### config.mk
export PLATFORM = sky130hd
export DESIGN_NAME = serial_add_seq
export DESIGN_NICKNAME = d
export VERILOG_FILES = /design/src/rtl/serial_add_pkg.sv /design/src/rtl/serial_add_shreg.sv /design/src/rtl/serial_add_seq.sv
export SDC_FILE = /design/constraint.sdc
export NUM_CORES = 1
export LEC_CHECK = 0
export BUFFER_PORTS_ARGS = -buffer_cell sky130_fd_sc_hd__buf_4
export CELL_PAD_IN_SITES_DETAIL_PLACEMENT = 1
export CELL_PAD_IN_SITES_GLOBAL_PLACEMENT = 2
export CORE_MARGIN = 2
export CORE_UTILIZATION = 33
export DETAILED_ROUTE_END_ITERATION = 16
export GPL_ROUTABILITY_DRIVEN = 0
export PLACE_DENSITY = 0.8
export RECOVER_POWER = 25
export SLEW_MARGIN = 0
export SYNTH_ARGS = -nofsm -noshare
export SYNTH_HDL_FRONTEND = slang
export SYNTH_SLANG_ARGS = --single-unit
### constraint.sdc
create_clock -name clk -period 2.3 [get_ports clk]
set_input_delay 0.23 -clock clk [delete_from_list [all_inputs] [get_ports clk]]
set_output_delay 0.23 -clock clk [all_outputs]
set_load 0.005 [all_outputs]
### src/rtl/serial_add_pkg.sv
// Shared types and helpers for the bit-serial adder sequencer.
package serial_add_pkg;

  typedef enum logic [1:0] {IDLE, RUN, DONE} state_e;

  // The external full adder registers its outputs, so sum/carry trail a/b/c by this many cycles.
  localparam int ADD_LATENCY = 1;

  function automatic int cnt_w(input int width);
    return $clog2(width + 1);
  endfunction

endpackage

### src/rtl/serial_add_shreg.sv
// Right-shifting register with synchronous clear, parallel load and serial-in at the MSB.
module serial_add_shreg
  import serial_add_pkg::*;
#(
  parameter int W = 8
) (
  input  logic         clk,
  input  logic         reset,
  input  logic         clr,
  input  logic         load,
  input  logic         shift,
  input  logic         sin,
  input  logic [W-1:0] din,
  output logic [W-1:0] q
);

  logic [W-1:0] q_q, q_d, shifted;

  generate
    if (W == 1) begin : g_one
      assign shifted = sin;
    end else begin : g_multi
      assign shifted = {sin, q_q[W-1:1]};
    end
  endgenerate

  always_comb begin
    q_d = q_q;
    if (clr)        q_d = '0;
    else if (load)  q_d = din;
    else if (shift) q_d = shifted;
  end

  always_ff @(posedge clk or negedge reset) begin
    if (!reset) q_q <= '0;
    else        q_q <= q_d;
  end

  assign q = q_q;

endmodule

### src/rtl/serial_add_seq.sv
// Bit-serial add sequencer around a 1-bit registered full adder.
// Define SERIAL_ADD_OVF_EN to add the res_ovf signed-overflow output.
module serial_add_seq
  import serial_add_pkg::*;
#(
  parameter int WIDTH = 8
) (
  input  logic             clk,
  input  logic             reset,
  input  logic             in_valid,
  output logic             in_ready,
  input  logic [WIDTH-1:0] op_a,
  input  logic [WIDTH-1:0] op_b,
  input  logic             cin,
  output logic             add_a,
  output logic             add_b,
  output logic             add_c,
  input  logic             add_sum,
  input  logic             add_carry,
  output logic             res_valid,
  input  logic             res_ready,
  output logic [WIDTH-1:0] res_sum,
  output logic             res_cout,
`ifdef SERIAL_ADD_OVF_EN
  output logic             res_ovf,
`endif
  output logic             busy
);

  localparam int            CW   = cnt_w(WIDTH);
  localparam logic [CW-1:0] LAST = CW'(WIDTH);
  localparam logic [CW-1:0] LAT  = CW'(ADD_LATENCY);

  state_e        state_q, state_d;
  logic [CW-1:0] cnt_q, cnt_d;
  logic          cin_q, cin_d;
  logic          cout_q, cout_d;

  logic             accept, drive, capture, finish;
  logic [WIDTH-1:0] a_sh, b_sh, r_sh;
  logic             unused_bits;

  assign accept  = (state_q == IDLE) && in_valid;
  assign drive   = (state_q == RUN) && (cnt_q != LAST);
  assign capture = (state_q == RUN) && (cnt_q >= LAT);
  assign finish  = (state_q == RUN) && (cnt_q == LAST);

  serial_add_shreg #(.W(WIDTH)) u_a (
    .clk(clk), .reset(reset), .clr(1'b0), .load(accept), .shift(drive),
    .sin(1'b0), .din(op_a), .q(a_sh)
  );

  serial_add_shreg #(.W(WIDTH)) u_b (
    .clk(clk), .reset(reset), .clr(1'b0), .load(accept), .shift(drive),
    .sin(1'b0), .din(op_b), .q(b_sh)
  );

  // Sum bits arrive at the MSB and walk down, so bit k lands at position k after WIDTH shifts.
  serial_add_shreg #(.W(WIDTH)) u_r (
    .clk(clk), .reset(reset), .clr(accept), .load(1'b0), .shift(capture),
    .sin(add_sum), .din('0), .q(r_sh)
  );

  assign unused_bits = ^{a_sh, b_sh};

  assign add_a = drive & a_sh[0];
  assign add_b = drive & b_sh[0];
  assign add_c = drive & ((cnt_q == '0) ? cin_q : add_carry);

  always_comb begin
    state_d = state_q;
    cnt_d   = cnt_q;
    cin_d   = cin_q;
    cout_d  = cout_q;
    case (state_q)
      IDLE: if (in_valid) begin
        state_d = RUN;
        cnt_d   = '0;
        cin_d   = cin;
        cout_d  = 1'b0;
      end
      RUN: begin
        cnt_d = cnt_q + 1'b1;
        if (finish) begin
          state_d = DONE;
          cnt_d   = '0;
          cout_d  = add_carry;
        end
      end
      DONE: if (res_ready) state_d = IDLE;
      default: state_d = IDLE;
    endcase
  end

  always_ff @(posedge clk or negedge reset) begin
    if (!reset) begin
      state_q <= IDLE;
      cnt_q   <= '0;
      cin_q   <= 1'b0;
      cout_q  <= 1'b0;
    end else begin
      state_q <= state_d;
      cnt_q   <= cnt_d;
      cin_q   <= cin_d;
      cout_q  <= cout_d;
    end
  end

`ifdef SERIAL_ADD_OVF_EN
  localparam logic [CW-1:0] MSB = CW'(WIDTH - 1);
  logic cmsb_q, cmsb_d, ovf_q, ovf_d;

  always_comb begin
    cmsb_d = cmsb_q;
    ovf_d  = ovf_q;
    if (accept) ovf_d = 1'b0;
    if ((state_q == RUN) && (cnt_q == MSB)) cmsb_d = add_c;
    if (finish) ovf_d = cmsb_q ^ add_carry;
  end

  always_ff @(posedge clk or negedge reset) begin
    if (!reset) begin
      cmsb_q <= 1'b0;
      ovf_q  <= 1'b0;
    end else begin
      cmsb_q <= cmsb_d;
      ovf_q  <= ovf_d;
    end
  end

  assign res_ovf = ovf_q;
`endif

  assign in_ready  = (state_q == IDLE);
  assign res_valid = (state_q == DONE);
  assign busy      = (state_q != IDLE);
  assign res_sum   = r_sh;
  assign res_cout  = cout_q;

endmodule

==> impl_metrics.toml, run 1 <==
[worst_setup_path]
path_class = "flip-flop to output pin"
worst-path-buf-inv = 1
worst_ep_arrival_time_ns = 1.87
critPathSlowestCell = "and2b_1"
critPathCaptureType = "output pin"
critPathTopFamily = "simple AND/OR/NAND/NOR gates"
cpPeakStageDelay_ns = 0.49
cp.required_ns = 2.07
worstSetupStartpointType = "flip-flop"
path_max_fanout = 15
worstPathCellList = "and2b_1 > nand2_2 > nor2_1 > buf_4"

[die]
num_rows = 25
ios = 38
core_area_mm2 = 0.00482
start_util_pct = 34.8
dieWidth_um = 75.2
dieHeight_um = 75.2
dieArea_mm2 = 0.00566

[timing]
max_clock_freq_mhz = 477
layout_setup_ws_ns = 0.203
hold_viol = 0
min_period_over_period_pct = 91.2
finalMaxSlewViolations = 0
setup_tns_ns = 0
setup-violations-final = 0
rsz0062_at_grt = "false"
slew_headroom_pct = 47.3
fin_crit_ns = 2.10
tightestPinTransition_ns = 0.791
fin_skew_ns = 0.00777

[yosys]
yosys.area_share.simple_pct = 22.9
synth_compound_area_share_pct = 17.8
synth.net_count = 191
synth_area_mm2 = 0.00167
synth_top_family_by_area = "simple AND/OR/NAND/NOR gates"
netlist_instances = 164
yosys_warnings = 0
ys_ff_latch = 32
synth_seq_area_share_pct = 47.8
synthAdderAreaFrac_pct = 2.99
synth.distinct_cells = 34
synth_xor_area_share_pct = 0
muxShareOfSynthArea_pct = 2.54
avgSynthCellArea_um2 = 10.2

[finish]
final_cell_mix = "40 x buf_4, 32 x dfrtp_1, 14 x and3_1, 14 x o21ai_0, 12 x a221o_1"
final_common_cell = "buf_4"
regArea_um2 = 801
nets = 226
area_delta_synth_final_pct = 26.2
fillers = 567
multi_input_area_um2 = 776
drive_gt1_share_pct = 28.0
diodes = 0

[global_routing]
met2_usage_pct = 28.8
grt_overflow = 0
grt_max_degree = 33
grt_pass1_vias = 1527
grt_pass1_wl_um = 7240
grtUsageMet3_pct = 4.28
grt_antenna_before_repair = 0
grt_busiest_layer = "met2"
grt_usage_pct = 17.1
grt_use_met1_pct = 21.5

[flow_run]
max-cap-violations = 0

[detailed_routing]
vias_per_cell = 5.17
drt_iter0_drc = 41
via_count = 1381
wirelength_um = 4310
ant_nets = 0
drt-pass1-iter-count = 4
post-route-drc-count = 0
wl_per_cell_um = 16.1

[cts]
worst_skew_pair.late_latency_ns = 0.28
clk_pin_slew_ns = 0.07
root_buffer = "clkbuf_8"
clock_sinks = 32
cts_setup_buffers = 0
cts_max_level = 2
cts_made_buffers = 5
cts_tree = "done"
clockBufferDepth = 2

[power]
power_per_cell_area_mw_per_mm2 = 1310
p_leak_nw = 1.02
ir_drop_mv = 0.388

[place]
place_hpwl_um = 3000
io_buffer_count = 37
post-place-ws_ns = 0.308

[status]
status = "finished clean"

[worst_hold_path]
min_path_type = "input pin to flip-flop"
## tightest hold or removal path, delay by kind of cell
| kind | cells | cell delay, ns |
|---|---|---|
| buffers and inverters | 1 | 0.08 |
| and+or+nand+nor | 2 | 0.09 |
## kinds of logic after synthesis
family,Yosys count
mux,4
fa+ha+maj,4
flops,32
compound gates,43
simple gates,64
buf+inv,17
## area by class of cell
| cell class | instances | area share (%) |
|---|---|---|
| Sequential cell | 32 | 37.9 |
| Multi-Input combinational cell | 115 | 36.7 |
| Timing Repair Buffer | 42 | 14.9 |
| Clock buffer | 7 | 4.56 |
| Tap cell | 67 | 3.97 |
| Clock inverter | 1 | 1.42 |
| Inverter | 3 | 0.533 |
## cells in the mapped netlist
master / n / area share, %
and2b_1: 2 / 0.90
o21ai_0: 14 / 4.2
dfrtp_1: 32 / 48
buf_4: 1 / 0.45
a31oi_1: 2 / 0.75
a32o_1: 2 / 1.2
nand3_1: 9 / 2.7
or4b_1: 1 / 0.60
o21bai_1: 1 / 0.45
buf_8: 1 / 0.90
buf_6: 2 / 1.3
buf_2: 5 / 1.5
nor2_1: 6 / 1.3
and3_1: 14 / 5.2
mux2i_1: 2 / 1.2
a21oi_1: 10 / 3.0
ha_1: 4 / 3.0
nor3b_1: 1 / 0.45
nand2_1: 10 / 2.2
nand2b_1: 3 / 1.1
or3b_4: 1 / 0.67
clkbuf_1: 5 / 1.1
nor3b_2: 1 / 0.75
nor2b_1: 1 / 0.37
and2_4: 1 / 0.52
and2_1: 7 / 2.6
nor4b_2: 1 / 0.90
a221o_1: 12 / 7.2
inv_1: 3 / 0.67
a22o_1: 2 / 1.0
and3b_1: 1 / 0.52
and2_0: 4 / 1.5
nand3b_1: 1 / 0.45
mux2_2: 2 / 1.3
## per-stage QoR
step	hold WS, ns	area, um^2	cells	total power, mW	util, %
2_1_floorplan	-0.0656	1670	164	1.78	-
3_3_place_gp	0.197	1980	258	2.14	41.0
3_5_place_dp	0.198	1980	258	2.20	41.0
4_1_cts	0.140	2120	267	2.81	43.9
5_1_grt	0.160	2110	267	3.00	43.9
6_report	0.146	2110	267	2.77	43.9
## where the power goes
part | leakage, nW | total (mW) | internal (mW) | switching (mW)
sequential | 0.413 | 0.982 | 0.799 | 0.183
clock | 0.0645 | 0.590 | 0.382 | 0.208
combinational | 0.542 | 1.19 | 0.601 | 0.594
## state kept, by name (all words and copies together), names as in the netlist
register / cells
res_cout: 1
u_b.q: 8
state_q: 2
cnt_q: 4
u_a.q: 8
cin_q: 1
u_r.q: 8
## final timing paths
path / start / to / slack, ns / depth (start not counted)
min in group asynchronous: reset / u_r.q[4]$_DFFE_PN0P_ / 0.56 / 2
worst min-delay path: cin / cin_q$_DFFE_PN0P_ / 0.15 / 3
worst max register to register: state_q[1]$_DFFE_PN0P_ / u_b.q[5]$_DFFE_PN0P_ / 0.49 / 3
worst max-delay path: state_q[1]$_DFFE_PN0P_ / add_c / 0.20 / 4
worst min register to register: cin_q$_DFFE_PN0P_ / cin_q$_DFFE_PN0P_ / 0.48 / 2
max in group asynchronous: reset / cin_q$_DFFE_PN0P_ / 1.23 / 2
## metal layers
layer  share of wire (%)  up-vias
met4                 1.5        0
met2                  48       39
met5                   0        -
met1                  46      672
met3                 5.0        9
li1                    -      661
## what timing repair did
action	4_1_cts	5_1_grt
setup endpoints to repair	1	0
endpoints found under the hold margin	32	0
gates resized for setup	1	0
hold buffers	1	0
Note: power is estimated with default switching activity, not from simulation.
==> inputs of run 2 (changes only) <==
- CORE_UTILIZATION: 33 -> 35
- PLACE_DENSITY: 0.8 -> 0.84
- clock period: 2.3 -> 2.6 ns (I/O delays scaled with it)
==> run 2 against run 1 <==
Compared with the run above:
- critical path depth rose by 2
- the flow now finishes with violations (capacitance limit, slew limit)
- flip-flop and latch count did not move
- clock power decreased by 34%
- die area down 5.4%
- core utilization is 0.10 points higher
- setup slack better by 0.26 ns
- wire length increased by 4.5%
- sequential power fell by 11%
- clock skew decreased by 0.0053 ns
- final area fell by 3.0%
- highest routed layer unchanged
==> impl_metrics.toml, run 2 (synthesis results as in run 1) <==
[status]
status = "finished, violations left"
violations = "capacitance limit, slew limit"

[cts]
cts_tree = "done"
cts_max_level = 2
ctsResizeCount = 0
clockBufferDepth = 2
root_buffer = "clkbuf_8"
cts_made_buffers = 5
cts_setup_buffers = 0
worst_skew_pair.late_latency_ns = 0.28
postCtsHoldBufs = 1
clk_pin_slew_ns = 0.06
clock_sinks = 32

[timing]
fin_crit_ns = 2.14
slew_headroom_pct = -19.9
layout_setup_ws_ns = 0.460
setup-violations-final = 0
rsz0062_at_grt = "false"
hold_viol = 0
tightestPinTransition_ns = 1.80
min_period_over_period_pct = 82.3
setup_tns_ns = 0
finalMaxSlewViolations = 33
max_clock_freq_mhz = 467
fin_skew_ns = 0.00246

[power]
ir_drop_mv = 0.320
power_per_cell_area_mw_per_mm2 = 1140
p_leak_nw = 0.993

[worst_setup_path]
path_max_fanout = 15
timing.rr.end = "u_a.q[4]$_DFFE_PN0P_"
path_class = "flip-flop to output pin"
critPathTopFamily = "simple AND/OR/NAND/NOR gates"
critPathCaptureType = "output pin"
startpoint = "cnt_q[0]$_DFFE_PN0P_"
r2r_slack_ns = 0.75
critPathSlowestCell = "nand2_1"
worst-path-buf-inv = 2
cpPeakStageDelay_ns = 0.47
worst_ep_arrival_time_ns = 1.88
cp.required_ns = 2.34
r2r_start = "cnt_q[0]$_DFFE_PN0P_"
reg2reg_depth = 5
cp.depth = 6
worstSetupStartpointType = "flip-flop"
cp-endpoint = "add_c"
worstPathCellList = "inv_1 > ha_1 > nand3b_1 > nand2_1 > nor2_1 > buf_4"

[detailed_routing]
drt_iter0_drc = 97
drt-pass1-iter-count = 4
wl_per_cell_um = 17.8
wirelength_um = 4510
vias_per_cell = 5.60
post-route-drc-count = 0
ant_nets = 0
via_count = 1418

[die]
num_rows = 25
ios = 38
dieWidth_um = 73.2
dieHeight_um = 73.2
core_area_mm2 = 0.00466
dieArea_mm2 = 0.00535
start_util_pct = 35.9

[global_routing]
grt_antenna_before_repair = 0
grt_usage_pct = 18.7
grt_pass1_vias = 1530
grt_max_degree = 33
grt_overflow = 0
grt_pass1_wl_um = 7610

[place]
post_dp_cell_area_mm2 = 0.00195
place_hpwl_um = 3170
io_buffer_count = 37
post-place-ws_ns = 0.720

[finish]
area_delta_synth_final_pct = 22.4
drive_gt1_share_pct = 25.6
fin_area_mm2 = 0.00205
final_cell_mix = "39 x buf_4, 32 x dfrtp_1, 14 x and3_1, 14 x o21ai_0, 12 x a221o_1"
final_common_cell = "buf_4"
diodes = 0
nets = 225

[worst_hold_path]
min_path_type = "input pin to flip-flop"

[flow_run]
max-cap-violations = 1
==> run 2: cell count changes in the layout (fill, tap and decap cells not counted) <==
cell       delta
nand2_2       -1
nand2_1       +1
bufinv_16     -1
clkbuf_2      -1
clkbuf_1      +3
clkbuf_8      -1
buf_4         -1
==> run 2: metrics by stage <==
step	instances	power, mW	hold slack (ns)	util (%)
after global routing	253	2.54	0.196	44.0
after detailed placement	244	1.97	0.234	41.9
after CTS	253	2.37	0.180	44.1
after global placement	244	1.87	0.223	41.9
after floorplan	164	1.58	-0.0356	-
final	253	2.34	0.189	44.0
==> run 2: worst min path at each step <==
stage	start	slack (ns)	to	cells past startpoint
CTS	cin	0.18	cin_q$_DFFE_PN0P_	3
floorplan	reset	-0.04	cin_q$_DFFE_PN0P_	0
global placement	reset	0.22	u_r.q[1]$_DFFE_PN0P_	1
detailed placement	reset	0.23	u_r.q[0]$_DFFE_PN0P_	1
finish	cin	0.19	cin_q$_DFFE_PN0P_	3
global route	op_b[5]	0.20	u_b.q[5]$_DFFE_PN0P_	2
==> run 2: area by class of cell <==
| cell class | instances | area [um^2] |
|---|---|---|
| inverters | 3 | 11.3 |
| multi-input cells | 115 | 773 |
| repair buffers | 41 | 307 |
| fillers | 528 | 2610 |
| well taps | 54 | 67.6 |
| flip-flops and latches | 32 | 801 |
| clock buffers | 8 | 90.1 |
==> run 2: worst reg2reg max path: cells and delay by family (launching register included) <==
family	cells	cell delay (ns)
flops	1	0.44
buf+inv	1	0.10
compound gates	1	0.47
fa+ha+maj	1	0.23
simple gates	2	0.49
==> run 2: report_power, final <==
part           switching, mW  internal (mW)
sequential             0.168          0.708
clock                  0.175          0.216
combinational          0.541          0.528
total                  0.884           1.45
==> run 2: metal layers <==
layer / share of wire, % / up-vias / track usage [%]
met5: 0 / - / 0
met1: 44 / 718 / 24.5
met4: 0.78 / 0 / 3.70
met2: 51 / 36 / 31.0
met3: 4.4 / 5 / 4.97
li1: - / 659 / -
